--- src/rtl/hdmi_timing_pkg.sv ---
// Shared types and constant helpers for the HDMI video timing generator.
package hdmi_timing_pkg;

    typedef enum logic [1:0] {
        ST_IDLE     = 2'd0,
        ST_WAIT_SOF = 2'd1,
        ST_RUN      = 2'd2
    } state_t;

    localparam bit SYNC_ACTIVE_HIGH = 1'b1;
    localparam bit SYNC_ACTIVE_LOW  = 1'b0;

    typedef struct packed {
        int unsigned total;
        int unsigned sync_start;
        int unsigned sync_last;
    } axis_timing_t;

    // Sync end is kept inclusive so it always fits in the counter width,
    // even when the back porch is zero.
    function automatic axis_timing_t calc_axis_timing(
        input int unsigned active,
        input int unsigned fp,
        input int unsigned sync,
        input int unsigned bp
    );
        axis_timing_t t;
        t.total      = active + fp + sync + bp;
        t.sync_start = active + fp;
        t.sync_last  = active + fp + sync - 1;
        return t;
    endfunction

endpackage

--- src/rtl/hdmi_timing_counter.sv ---
// Horizontal/vertical raster counters with region decode and frame strobes.
module hdmi_timing_counter
    import hdmi_timing_pkg::*;
#(
    parameter int unsigned H_ACTIVE = 1920,
    parameter int unsigned H_FP     = 88,
    parameter int unsigned H_SYNC   = 44,
    parameter int unsigned H_BP     = 148,
    parameter int unsigned V_ACTIVE = 1080,
    parameter int unsigned V_FP     = 4,
    parameter int unsigned V_SYNC   = 5,
    parameter int unsigned V_BP     = 36
) (
    input  logic clk,
    input  logic rst_n,
    input  logic count_en,
    output logic active,
    output logic hsync_region,
    output logic vsync_region,
    output logic first_pix,
    output logic last_pix
);

    localparam axis_timing_t HT = calc_axis_timing(H_ACTIVE, H_FP, H_SYNC, H_BP);
    localparam axis_timing_t VT = calc_axis_timing(V_ACTIVE, V_FP, V_SYNC, V_BP);
    localparam int unsigned  HW = $clog2(HT.total);
    localparam int unsigned  VW = $clog2(VT.total);

    localparam logic [HW-1:0] H_ACT_LAST   = HW'(H_ACTIVE - 1);
    localparam logic [HW-1:0] H_SYNC_FIRST = HW'(HT.sync_start);
    localparam logic [HW-1:0] H_SYNC_LAST  = HW'(HT.sync_last);
    localparam logic [HW-1:0] H_LAST       = HW'(HT.total - 1);
    localparam logic [VW-1:0] V_ACT_LAST   = VW'(V_ACTIVE - 1);
    localparam logic [VW-1:0] V_SYNC_FIRST = VW'(VT.sync_start);
    localparam logic [VW-1:0] V_SYNC_LAST  = VW'(VT.sync_last);
    localparam logic [VW-1:0] V_LAST       = VW'(VT.total - 1);

    logic [HW-1:0] h_q, h_d;
    logic [VW-1:0] v_q, v_d;
    logic          h_wrap;
    logic          v_wrap;

    assign h_wrap = (h_q == H_LAST);
    assign v_wrap = (v_q == V_LAST);

    // Disabled counters collapse to the origin so enabling always starts a fresh frame.
    always_comb begin
        h_d = h_q;
        v_d = v_q;
        if (!count_en) begin
            h_d = '0;
            v_d = '0;
        end else if (h_wrap) begin
            h_d = '0;
            v_d = v_wrap ? '0 : v_q + 1'b1;
        end else begin
            h_d = h_q + 1'b1;
        end
    end

    always_ff @(posedge clk or negedge rst_n) begin
        if (!rst_n) begin
            h_q <= '0;
            v_q <= '0;
        end else begin
            h_q <= h_d;
            v_q <= v_d;
        end
    end

    assign active       = (h_q <= H_ACT_LAST) && (v_q <= V_ACT_LAST);
    assign hsync_region = (h_q >= H_SYNC_FIRST) && (h_q <= H_SYNC_LAST);
    assign vsync_region = (v_q >= V_SYNC_FIRST) && (v_q <= V_SYNC_LAST);
    assign first_pix    = (h_q == '0) && (v_q == '0);
    assign last_pix     = h_wrap && v_wrap;

endmodule

--- src/rtl/hdmi_video_timing.sv ---
// HDMI video timing generator: locks a pixel stream to the raster using its
// start-of-frame marker and drives registered DE/HSYNC/VSYNC/DATA pins.
module hdmi_video_timing
    import hdmi_timing_pkg::*;
#(
    parameter int unsigned PIXEL_WIDTH = 24,
    parameter int unsigned H_ACTIVE    = 1920,
    parameter int unsigned H_FP        = 88,
    parameter int unsigned H_SYNC      = 44,
    parameter int unsigned H_BP        = 148,
    parameter int unsigned V_ACTIVE    = 1080,
    parameter int unsigned V_FP        = 4,
    parameter int unsigned V_SYNC      = 5,
    parameter int unsigned V_BP        = 36,
    parameter bit          HSYNC_POL   = SYNC_ACTIVE_HIGH,
    parameter bit          VSYNC_POL   = SYNC_ACTIVE_HIGH
) (
    input  logic                   ACLK,
    input  logic                   nRST,
    input  logic                   EN,
    input  logic                   S_PIXEL_VALID,
    input  logic [PIXEL_WIDTH-1:0] S_PIXEL_DATA,
    input  logic                   S_PIXEL_SOF,
    output logic                   S_PIXEL_READY,
    output logic                   FRAME_START,
    output logic                   UNDERFLOW,
    output logic                   HDMI_DE,
    output logic                   HDMI_HSYNC,
    output logic                   HDMI_VSYNC,
    output logic [PIXEL_WIDTH-1:0] HDMI_DATA
);

    state_t state_q, state_d;

    logic count_en;
    logic active;
    logic hsync_region;
    logic vsync_region;
    logic first_pix;
    logic last_pix;
    logic pix_fault;

    logic                   de_q, de_d;
    logic                   hsync_q, hsync_d;
    logic                   vsync_q, vsync_d;
    logic                   frame_start_q, frame_start_d;
    logic                   underflow_q, underflow_d;
    logic [PIXEL_WIDTH-1:0] data_q, data_d;

    assign count_en = EN && (state_q != ST_IDLE);

    hdmi_timing_counter #(
        .H_ACTIVE (H_ACTIVE),
        .H_FP     (H_FP),
        .H_SYNC   (H_SYNC),
        .H_BP     (H_BP),
        .V_ACTIVE (V_ACTIVE),
        .V_FP     (V_FP),
        .V_SYNC   (V_SYNC),
        .V_BP     (V_BP)
    ) u_counter (
        .clk          (ACLK),
        .rst_n        (nRST),
        .count_en     (count_en),
        .active       (active),
        .hsync_region (hsync_region),
        .vsync_region (vsync_region),
        .first_pix    (first_pix),
        .last_pix     (last_pix)
    );

    // While running, an active slot needs a pixel whose SOF flag matches the frame origin.
    assign pix_fault = active && (!S_PIXEL_VALID || (S_PIXEL_SOF != first_pix));

    always_ff @(posedge ACLK or negedge nRST) begin
        if (!nRST) begin
            state_q <= ST_IDLE;
        end else begin
            state_q <= state_d;
        end
    end

    always_comb begin
        state_d = state_q;
        if (!EN) begin
            state_d = ST_IDLE;
        end else begin
            case (state_q)
                ST_IDLE:     state_d = ST_WAIT_SOF;
                ST_WAIT_SOF: if (last_pix && S_PIXEL_VALID && S_PIXEL_SOF) state_d = ST_RUN;
                ST_RUN:      if (pix_fault) state_d = ST_WAIT_SOF;
                default:     state_d = ST_IDLE;
            endcase
        end
    end

    always_comb begin
        S_PIXEL_READY = 1'b0;
        de_d          = 1'b0;
        hsync_d       = !HSYNC_POL;
        vsync_d       = !VSYNC_POL;
        frame_start_d = 1'b0;
        underflow_d   = 1'b0;
        data_d        = '0;
        if (count_en) begin
            de_d          = active;
            hsync_d       = hsync_region ? HSYNC_POL : !HSYNC_POL;
            vsync_d       = vsync_region ? VSYNC_POL : !VSYNC_POL;
            frame_start_d = first_pix;
            case (state_q)
                // Flush stale pixels but park an SOF pixel until the frame boundary.
                ST_WAIT_SOF: S_PIXEL_READY = S_PIXEL_VALID && !S_PIXEL_SOF;
                ST_RUN: begin
                    if (pix_fault) begin
                        underflow_d = 1'b1;
                    end else if (active) begin
                        S_PIXEL_READY = 1'b1;
                        data_d        = S_PIXEL_DATA;
                    end
                end
                default: ;
            endcase
        end
    end

    always_ff @(posedge ACLK or negedge nRST) begin
        if (!nRST) begin
            de_q          <= 1'b0;
            hsync_q       <= !HSYNC_POL;
            vsync_q       <= !VSYNC_POL;
            frame_start_q <= 1'b0;
            underflow_q   <= 1'b0;
            data_q        <= '0;
        end else begin
            de_q          <= de_d;
            hsync_q       <= hsync_d;
            vsync_q       <= vsync_d;
            frame_start_q <= frame_start_d;
            underflow_q   <= underflow_d;
            data_q        <= data_d;
        end
    end

    assign HDMI_DE     = de_q;
    assign HDMI_HSYNC  = hsync_q;
    assign HDMI_VSYNC  = vsync_q;
    assign FRAME_START = frame_start_q;
    assign UNDERFLOW   = underflow_q;
    assign HDMI_DATA   = data_q;

endmodule

--- config.mk ---
export PLATFORM = sky130hd
export DESIGN_NAME = hdmi_video_timing
export DESIGN_NICKNAME = d
export VERILOG_FILES = /design/src/rtl/hdmi_timing_pkg.sv /design/src/rtl/hdmi_timing_counter.sv /design/src/rtl/hdmi_video_timing.sv
export SDC_FILE = /design/constraint.sdc
export NUM_CORES = 1
export LEC_CHECK = 0
export BUFFER_PORTS_ARGS = -buffer_cell sky130_fd_sc_hd__buf_2
export CAP_MARGIN = 20
export CORE_MARGIN = 8
export CORE_UTILIZATION = 40
export CTS_CLUSTER_SIZE = 28
export DETAILED_ROUTE_END_ITERATION = 6
export SETUP_SLACK_MARGIN = 0.02
export SLEW_MARGIN = 20
export SYNTH_ARGS = -nofsm -noshare
export SYNTH_HDL_FRONTEND = slang
export SYNTH_SLANG_ARGS = --single-unit
--- constraint.sdc ---
create_clock -name ACLK -period 2.4 [get_ports ACLK]
set_input_delay 0.48 -clock ACLK [delete_from_list [all_inputs] [get_ports ACLK]]
set_output_delay 0.48 -clock ACLK [all_outputs]
set_load 0.05 [all_outputs]
* After elaboration in Yosys (flattened, before gate mapping)
Index checks and enable logic that the tools add are counted.
** Word-level totals
- Word-level logic and storage cells :: 69
- Register bits after elaboration :: 54
- Bits of input ports :: 29
- Output and inout port bits :: 30
** Cells by class
- Reduce and logical (&&, ||, !) cells :: 18
- Equal/unequal tests :: 8
- Order comparisons :: 6
- Add/sub/neg operators :: 2
- Multiplexer cells :: 26
** Operators with widths (count)
- $mux W24 :: 4
- $mux W11 :: 3
- $mux W12 :: 2
- $le A11 B11 Y1 const B :: 2
- $add A12 B1 Y12 const B :: 1
- $eq A12 B12 Y1 const B :: 1
- $ge A12 B11 Y1 const B :: 1
- $le A12 B11 Y1 const B :: 1
- $le A12 B12 Y1 const B :: 1
- $logic_not A12 Y1 :: 1
- $mux W1 :: 12
- $add A11 B1 Y11 const B :: 1
- $eq A11 B11 Y1 const B :: 1
- $ge A11 B11 Y1 const B :: 1
- $logic_not A11 Y1 :: 1
- $logic_and A1 B1 Y1 :: 10
- $mux W2 :: 3
- $ne A3 B3 Y1 const B :: 2
- $pmux W2 S3 :: 1
- $eq A2 B1 Y1 const B :: 1
- $eq A2 B2 Y1 const B :: 1
- $logic_not A1 Y1 :: 2
- $logic_not A2 Y1 :: 1
- $ne A2 B2 Y1 const B :: 1
- 5 further kinds :: 5

* Depth between registers and ports, before layout
Gate-level depths: netlist of the first run.
- Word-level depth :: 8
- Depth in mapped cells :: 9
- Mapped depth without buffers :: 8

* By module
From an unflattened synthesis of the first run, not the netlist that was laid out.
** Unflattened totals
- Cells, all modules :: 250
- Area total of the unflattened synthesis :: 2602.5 µm²
** By module, submodules not included
- hdmi_timing_counter :: area an instance 1430.1 µm², times used 1, sequential area each 575.6 µm², cells an instance 165
- hdmi_video_timing :: area an instance 1172.4 µm², times used 1, sequential area each 775.7 µm², cells an instance 85

* Worst setup path after synthesis of the first run
Ideal clock, no wire load.
- Kind :: flip-flop to output port
- Start point :: register u_counter.v_q[9]
- End point :: output S_PIXEL_READY
- Stages on the path, launching flop included :: 7
- Slack :: -0.548 ns
- Data arrival time :: 2.468 ns
- Required time :: 1.920 ns
- Cells stage by stage :: dfrtp_1 nor4_1 nand2b_1 o2111ai_1 nor2_1 a211oi_1 a211oi_1
** On the way
- Word-level cells in the longest chain between the ends :: 8
- Elaborated cells between the ends (all ways) :: 11
- Those cells by class :: 1 x order compare; 1 x eq/ne; 4 x mux; 5 x reduce/logical
** Ends and longest elaborated chain
- from (decl) :: line hdmi_timing_counter.sv:39 : logic [VW-1:0] v_q, v_d;
- from (signal assigned) :: line hdmi_timing_counter.sv:67 : v_q <= v_d;
- parallel branches: the longest is 5 deep, another holds $le A11 B11 Y1
- $mux W1 (*) :: line hdmi_video_timing.sv:114 : if (pix_fault) begin
- $pmux W1 S2 (*) :: line hdmi_video_timing.sv:110 : case (state_q)
- $mux W1 (*) :: line hdmi_video_timing.sv:105 : if (count_en) begin
- to (decl) :: line hdmi_video_timing.sv:24 : output logic S_PIXEL_READY,
Every way passes the cells marked *.

* Final worst setup path of the first run
- Start point :: register u_counter.v_q[0]
- End point :: output S_PIXEL_READY
Same word-level chain as after synthesis.

==> results.yml, run 1 <==
clock_tree:
  cts.sinks: 54
  cts_tree: "built"
  cts.path.max_buffers: 2
  cts-htree-levels: 2
  cts_hold_buf: 0
  numCtsBuffers: 5
  clockRootBuffer: "clkbuf_8"
  clock_latency_ns: 0.31
  path_clk_slew_ns: 0.09
synth:
  synth_area_leaders: "dfrtp_1, and2_1, nor2_1"
  synth_cells: 241
  synth_compound_area_share_pct: 8.57
  yosys_warnings: 0
  yosysTopAreaCell: "dfrtp_1"
  avgSynthCellArea_um2: 10.2
  yosysUniqueCellTypes: 39
  synth_fp_nets: 278
  synthSimpleGateAreaFrac_pct: 25.2
  synth.mux.area_fraction_pct: 0.812
  yosys.area.top_type_share_pct: 54.8
  ys.flop_type: "dfrtp_1"
  synth_edf_count: 0
  synth_seq_cells: 54
  synthXorXnorAreaFrac_pct: 3.91
  synth.cells.most_frequent: "dfrtp_1, nor2_1, and2_1"
  synth_top_family_by_area: "simple AND/OR/NAND/NOR gates"
  seq_area_frac_synth_pct: 54.8
  syn_area_um2: 2470
  async_flop_share_pct: 100
  synth_adder_area_share_pct: 4.06
  post-synth-top-count-cell: "dfrtp_1"
critical_path:
  cp-start-kind: "flip-flop"
  r2r_setup_slack_ns: 0.10
  timing.rr.start: "u_counter.v_q[0]"
  worst-path-max-fanout: 4
  reg2regPathDepth: 12
  required_ns: 1.92
  worstPathArrival_ns: 2.11
  criticalPathCategory: "flip-flop to output port"
  setup.worst_path.end_class: "output port"
  r2r-end: "HDMI_DATA[17]"
place:
  place_congestion: 0.810
  dp_cells: 397
  pre_cts_ws_ns: -0.0880
  port_buffers: 58
  dp_hpwl_um: 4490
timing:
  fin_crit_sh_pct: 108
  tightest_slew_ns: 0.374
  fin_crit_ns: 2.59
  hold_ws_ns: 0.146
  rsz0062_at_grt: "yes"
  finalMaxSlewViolations: 0
  skew_ns: 0.00760
  timing.fmax_mhz: 385
  max_slew_margin_pct: 75.0
  setup_viol: 1
  fin_ws_ns: -0.194
  final-hold-violation-count: 0
final_layout:
  final_cell_count_no_fill: 411
  area_growth_pct: 34.7
  regArea_um2: 1350
  multi_input_area_um2: 1130
  n_antenna_cell: 0
  nFillCells: 532
  drive_gt1_share_pct: 35.7
  fin_nets: 372
  postLayoutCoreUtil_pct: 55.8
global_route:
  grt_pass1_wl_um: 9650
  first_global_vias: 1887
  track_usage_pct: 13.6
  use_met1_pct: 18.1
  grt-busiest-layer: "met2"
  met3_usage_pct: 3.57
  gr-total-overflow: 0
  grt_max_degree: 55
  grtUsageMet2_pct: 21.4
  grt_antenna_before_repair: 0
run_status:
  violations: "setup timing"
  outcome: "finished, violations left"
worst_hold_path:
  worst_hold_path_type: "input pin to asynchronous set/reset pin"
power_and_ir_drop:
  ir_worst_vdd_uv: 354
  power.leakage_nw: 1.67
  power_density_nw_per_um2: 630
route:
  viasPerCell: 4.90
  ant_nets: 0
  drtIter0Drc: 102
  dr_total_vias: 2015
  first_pass_iters: 4
  routed_wirelength_um: 6080
  drc: 0
  routed_wire_length_per_instance_um: 14.8
floorplanning:
  fp.dieH_um: 94.5
  coreArea_um2: 5960
  die_area_um2: 8930
  die_w_um: 94.5
  io_pins: 59
  row_count: 28
  initial_utilization_pct: 41.4
run:
  drv_cap: 0
[worst max path at each step]
stage	start	end	slack, ns	depth (start not counted)
floorplan	u_counter.v_q[9]	S_PIXEL_READY	0.08	6
global placement	u_counter.v_q[0]	S_PIXEL_READY	-0.003	8
detailed placement	u_counter.v_q[0]	S_PIXEL_READY	-0.09	8
CTS	u_counter.v_q[0]	S_PIXEL_READY	-0.17	8
global route	u_counter.v_q[0]	S_PIXEL_READY	-0.34	9
finish	u_counter.v_q[0]	S_PIXEL_READY	-0.19	8
[layout by cell type, fill, tap and decap left out, types with 2 or more instances in the layout]
cell | netlist | layout
buf_2 | 0 | 57
dfrtp_1 | 54 | 54
buf_4 | 0 | 33
nor2_1 | 27 | 26
and2_1 | 26 | 26
nand2_1 | 21 | 19
o21ai_0 | 15 | 15
nand3_1 | 10 | 10
inv_1 | 10 | 9
xnor2_1 | 6 | 6
ha_1 | 8 | 6
nand4_1 | 5 | 5
xor2_1 | 5 | 5
and3_1 | 5 | 5
clkbuf_8 | 0 | 5
a21oi_1 | 5 | 4
nor2b_1 | 3 | 3
and4_1 | 3 | 2
nand2b_1 | 2 | 2
nor3_1 | 2 | 2
nand2_2 | 0 | 2
or3_1 | 3 | 2
a211oi_4 | 0 | 2
mux2i_1 | 2 | 2
o31ai_1 | 2 | 2
o41ai_1 | 2 | 2
ha_2 | 0 | 2
buf_6 | 0 | 2
buf_12 | 0 | 2
[what timing repair did]
item                       in CTS  in global routing
setup buffers                   4                  2
pin swaps                       4                  7
setup endpoints to repair       1                  1
gates resized for setup        13                  7
[metrics by stage]
| step | total power, W | setup TNS [ns] | instance area, µm² |
|---|---|---|---|
| CTS | 0.00210 | -0.172 | 3280 |
| detailed placement | 0.00146 | -0.0880 | 3090 |
| global placement | 0.00146 | -0.00296 | 3090 |
| global route | 0.00222 | -1.95 | 3320 |
| finish | 0.00209 | -0.194 | 3320 |
| floorplan | 0.00127 | 0 | 2480 |
[final cells by class]
type / count / area share (%)
Clock buffer: 6 / 2.18
Clock inverter: 2 / 1.13
Multi-Input combinational cell: 170 / 34.1
Timing Repair Buffer: 94 / 17.9
Tap cell: 75 / 2.82
Inverter: 10 / 1.13
Sequential cell: 54 / 40.7
[power breakdown]
part           internal (W)  switching [W]
Clock              0.000311       0.000290
Combinational      0.000209       0.000313
Sequential         0.000945      0.0000249
[critical path: stages (launching register included)]
cell and delay [ns]:
dfrtp_1 0.43, inv_1 0.09, ha_2 0.17, nor3b_4 0.20, nand2_2 0.08, or3_4 0.35
a211oi_4 0.25, a211oi_4 0.07, buf_6 0.16
[state kept, by name, summed over array words and instances (netlist names), 2 cells and up]
register and count:
state_q 2, u_counter.v_q 11, HDMI_DATA 24, u_counter.h_q 12
[per-layer routing]
| metal | up-vias | routed length, µm | share of wire, % |
|---|---|---|---|
| li1 | 1007 | - | - |
| met1 | 961 | 2660 | 44 |
| met2 | 42 | 3050 | 50 |
| met3 | 5 | 314 | 5.2 |
| met4 | 0 | 56 | 0.92 |
| met5 | - | 0 | 0 |
[kinds of logic after synthesis]
group	Yosys count
multiplexers	2
AND/OR/NAND/NOR	115
flip-flops	54
adder cells (fa/ha/maj)	8
AO/OA/AOI/OAI	34
buffers and inverters	17
XOR/XNOR	11
Power figures use the tool's default switching activity.
==> run 2: changes to the inputs <==
- clock period: 2.4 -> 2.6 ns (I/O delays scaled with it)
==> run 2 against run 1 <==
  * Critical path depth did not move
  * Worst setup slack improved by 0.15 ns
  * The run still ends with setup timing left
  * Combinational power shrank 22%
  * Worst hold slack better by 0.047 ns
  * Flip-flop and latch count unchanged
  * Core utilization is 2.1 points lower
  * Clock-buffer cell count down 1
  * Global-route usage increased by 0.062 points
  * Clock skew grew 0.0052 ns
  * Final area decreased by 3.8%
==> results.yml, run 2 (synthesized netlist as in run 1, its figures left out) <==
run_status:
  outcome: "finished, violations left"
  violations: "setup timing"
critical_path:
  cp_common_cell: "a211oi_2"
  setup.worst_path.end_class: "output port"
  r2r-end: "u_counter.v_q[6]"
  cp-startpoint: "u_counter.v_q[0]"
  crit_path_cell_trace: "inv_1 > ha_2 > nor3b_4 > nand2_2 > or3_4 > a211oi_2 > a211oi_2 > buf_6"
  cp-start-kind: "flip-flop"
  reg2regPathDepth: 8
  worstPathArrival_ns: 2.12
  required_ns: 2.08
  cp_slowest_cell: "dfrtp_1"
  criticalPathCategory: "flip-flop to output port"
  r2r_setup_slack_ns: 0.31
  worst-path-max-fanout: 4
  timing.rr.start: "u_counter.h_q[9]"
  max_stage_delay_ns: 0.43
  crit_end: "S_PIXEL_READY"
timing:
  rsz0062_at_grt: "yes"
  fin_crit_ns: 2.64
  finalMaxSlewViolations: 0
  setup_viol: 1
  max_slew_margin_pct: 61.3
  tightest_slew_ns: 0.580
  hold_ws_ns: 0.193
  fin_ws_ns: -0.0445
  timing.fmax_mhz: 378
  fin_crit_sh_pct: 102
  final-hold-violation-count: 0
  skew_ns: 0.0128
clock_tree:
  path_clk_slew_ns: 0.11
  cts_tree: "built"
  cts_hold_buf: 0
  cts.path.max_buffers: 2
  clock_latency_ns: 0.31
  clockRootBuffer: "clkbuf_8"
  cts.sinks: 54
  numCtsBuffers: 5
  cts-htree-levels: 2
global_route:
  grt_pass1_wl_um: 9760
  grt_antenna_before_repair: 0
  grt_max_degree: 32
  first_global_vias: 1989
  gr-total-overflow: 0
  track_usage_pct: 13.7
route:
  ant_nets: 0
  routed_wirelength_um: 5960
  first_pass_iters: 4
  viasPerCell: 4.89
  drtIter0Drc: 107
  routed_wire_length_per_instance_um: 15.0
  dr_total_vias: 1948
  drc: 0
floorplanning:
  initial_utilization_pct: 41.4
  io_pins: 59
  fp.dieH_um: 94.5
  row_count: 28
  die_area_um2: 8930
  die_w_um: 94.5
  coreArea_um2: 5960
power_and_ir_drop:
  power.leakage_nw: 1.61
  p_seq_share_pct: 47.4
  p_switching_w: 0.000582
  power_density_nw_per_um2: 591
  p_clk_share_pct: 31.0
  p_int_w: 0.00131
  swShare_pct: 30.8
  ir_worst_vdd_uv: 313
  p_comb_share_pct: 21.7
place:
  dp_cells: 380
  pre_cts_ws_ns: 0.106
  dp_hpwl_um: 4300
  port_buffers: 58
  place_congestion: 0.808
final_layout:
  layout_common_cells: "buf_2, dfrtp_1, nor2_1, and2_1, buf_4"
  n_antenna_cell: 0
  final_cell_count_no_fill: 398
  fin_nets: 359
  regArea_um2: 1350
  multi_input_area_um2: 1110
  final_common_cell: "buf_2"
  drive_gt1_share_pct: 33.1
  largest_reg_flops: 24
  area_growth_pct: 29.6
  nFillCells: 557
worst_hold_path:
  worst_hold_path_type: "input pin to asynchronous set/reset pin"
run:
  drv_cap: 0
==> run 2: changes by cell type in the layout (fill, tap and decap cells not counted), moves of 2 or more <==
cell / change
a211oi_2: +2
a211oi_4: -2
buf_4: -11
dfrtp_1: -2
dfrtp_2: +2
nor3_2: +2
==> run 2: layout make-up <==
class	instances	area share, %
inverter	10	1.17
sequential	54	42.3
clock inverter	3	1.49
timing repair buffer	81	15.1
tap	75	2.94
multi-input combinational	170	34.8
clock buffer	5	2.15
==> run 2: repair_timing <==
item	CTS	global route
buffers inserted	4	6
endpoints found under the setup margin	1	1
gates resized for setup	13	3
pin swaps	5	5
==> run 2: routing by layer <==
metal	global-route usage, %	vias up	wire, µm
li1	-	979	-
met1	17.5	925	2590
met2	22.5	40	3030
met3	3.02	4	301
met4	4.29	0	41
met5	0	-	0
==> run 2: power by group through the flow <==
stage	registers, W	clock network (W)	logic (W)
2_1_floorplan	0.000963	0	0.000209
3_3_place_gp	0.000910	0	0.000393
3_5_place_dp	0.000912	0	0.000393
4_1_cts	0.000896	0.000598	0.000408
5_1_grt	0.000902	0.000631	0.000465
6_report	0.000895	0.000585	0.000409
==> run 2: metrics by stage <==
stage	cell area, µm²	TNS, ns	power (W)	utilization (%)
3_3_place_gp	2940	0	0.00130	49.3
5_1_grt	3200	-0.122	0.00200	53.7
3_5_place_dp	2940	0	0.00130	49.3
4_1_cts	3140	0	0.00190	52.7
6_report	3200	-0.0445	0.00189	53.7
2_1_floorplan	2470	0	0.00117	-
==> run 2: worst min-delay path by stage <==
stage | startpoint | to | cells after the start
2_1_floorplan | nRST | FRAME_START | 0
3_3_place_gp | u_counter.h_q[0] | u_counter.h_q[0] | 1
3_5_place_dp | u_counter.h_q[0] | u_counter.h_q[0] | 1
4_1_cts | nRST | u_counter.v_q[5] | 1
5_1_grt | nRST | HDMI_HSYNC | 1
6_report | nRST | u_counter.v_q[3] | 1
==> run 2: worst max-delay path: cells and delay by family (launching register included) <==
family | cells | cell delay [ns]
compound gates | 2 | 0.30
fa+ha+maj | 1 | 0.16
buf+inv | 2 | 0.23
flops | 1 | 0.43
simple gates | 3 | 0.69
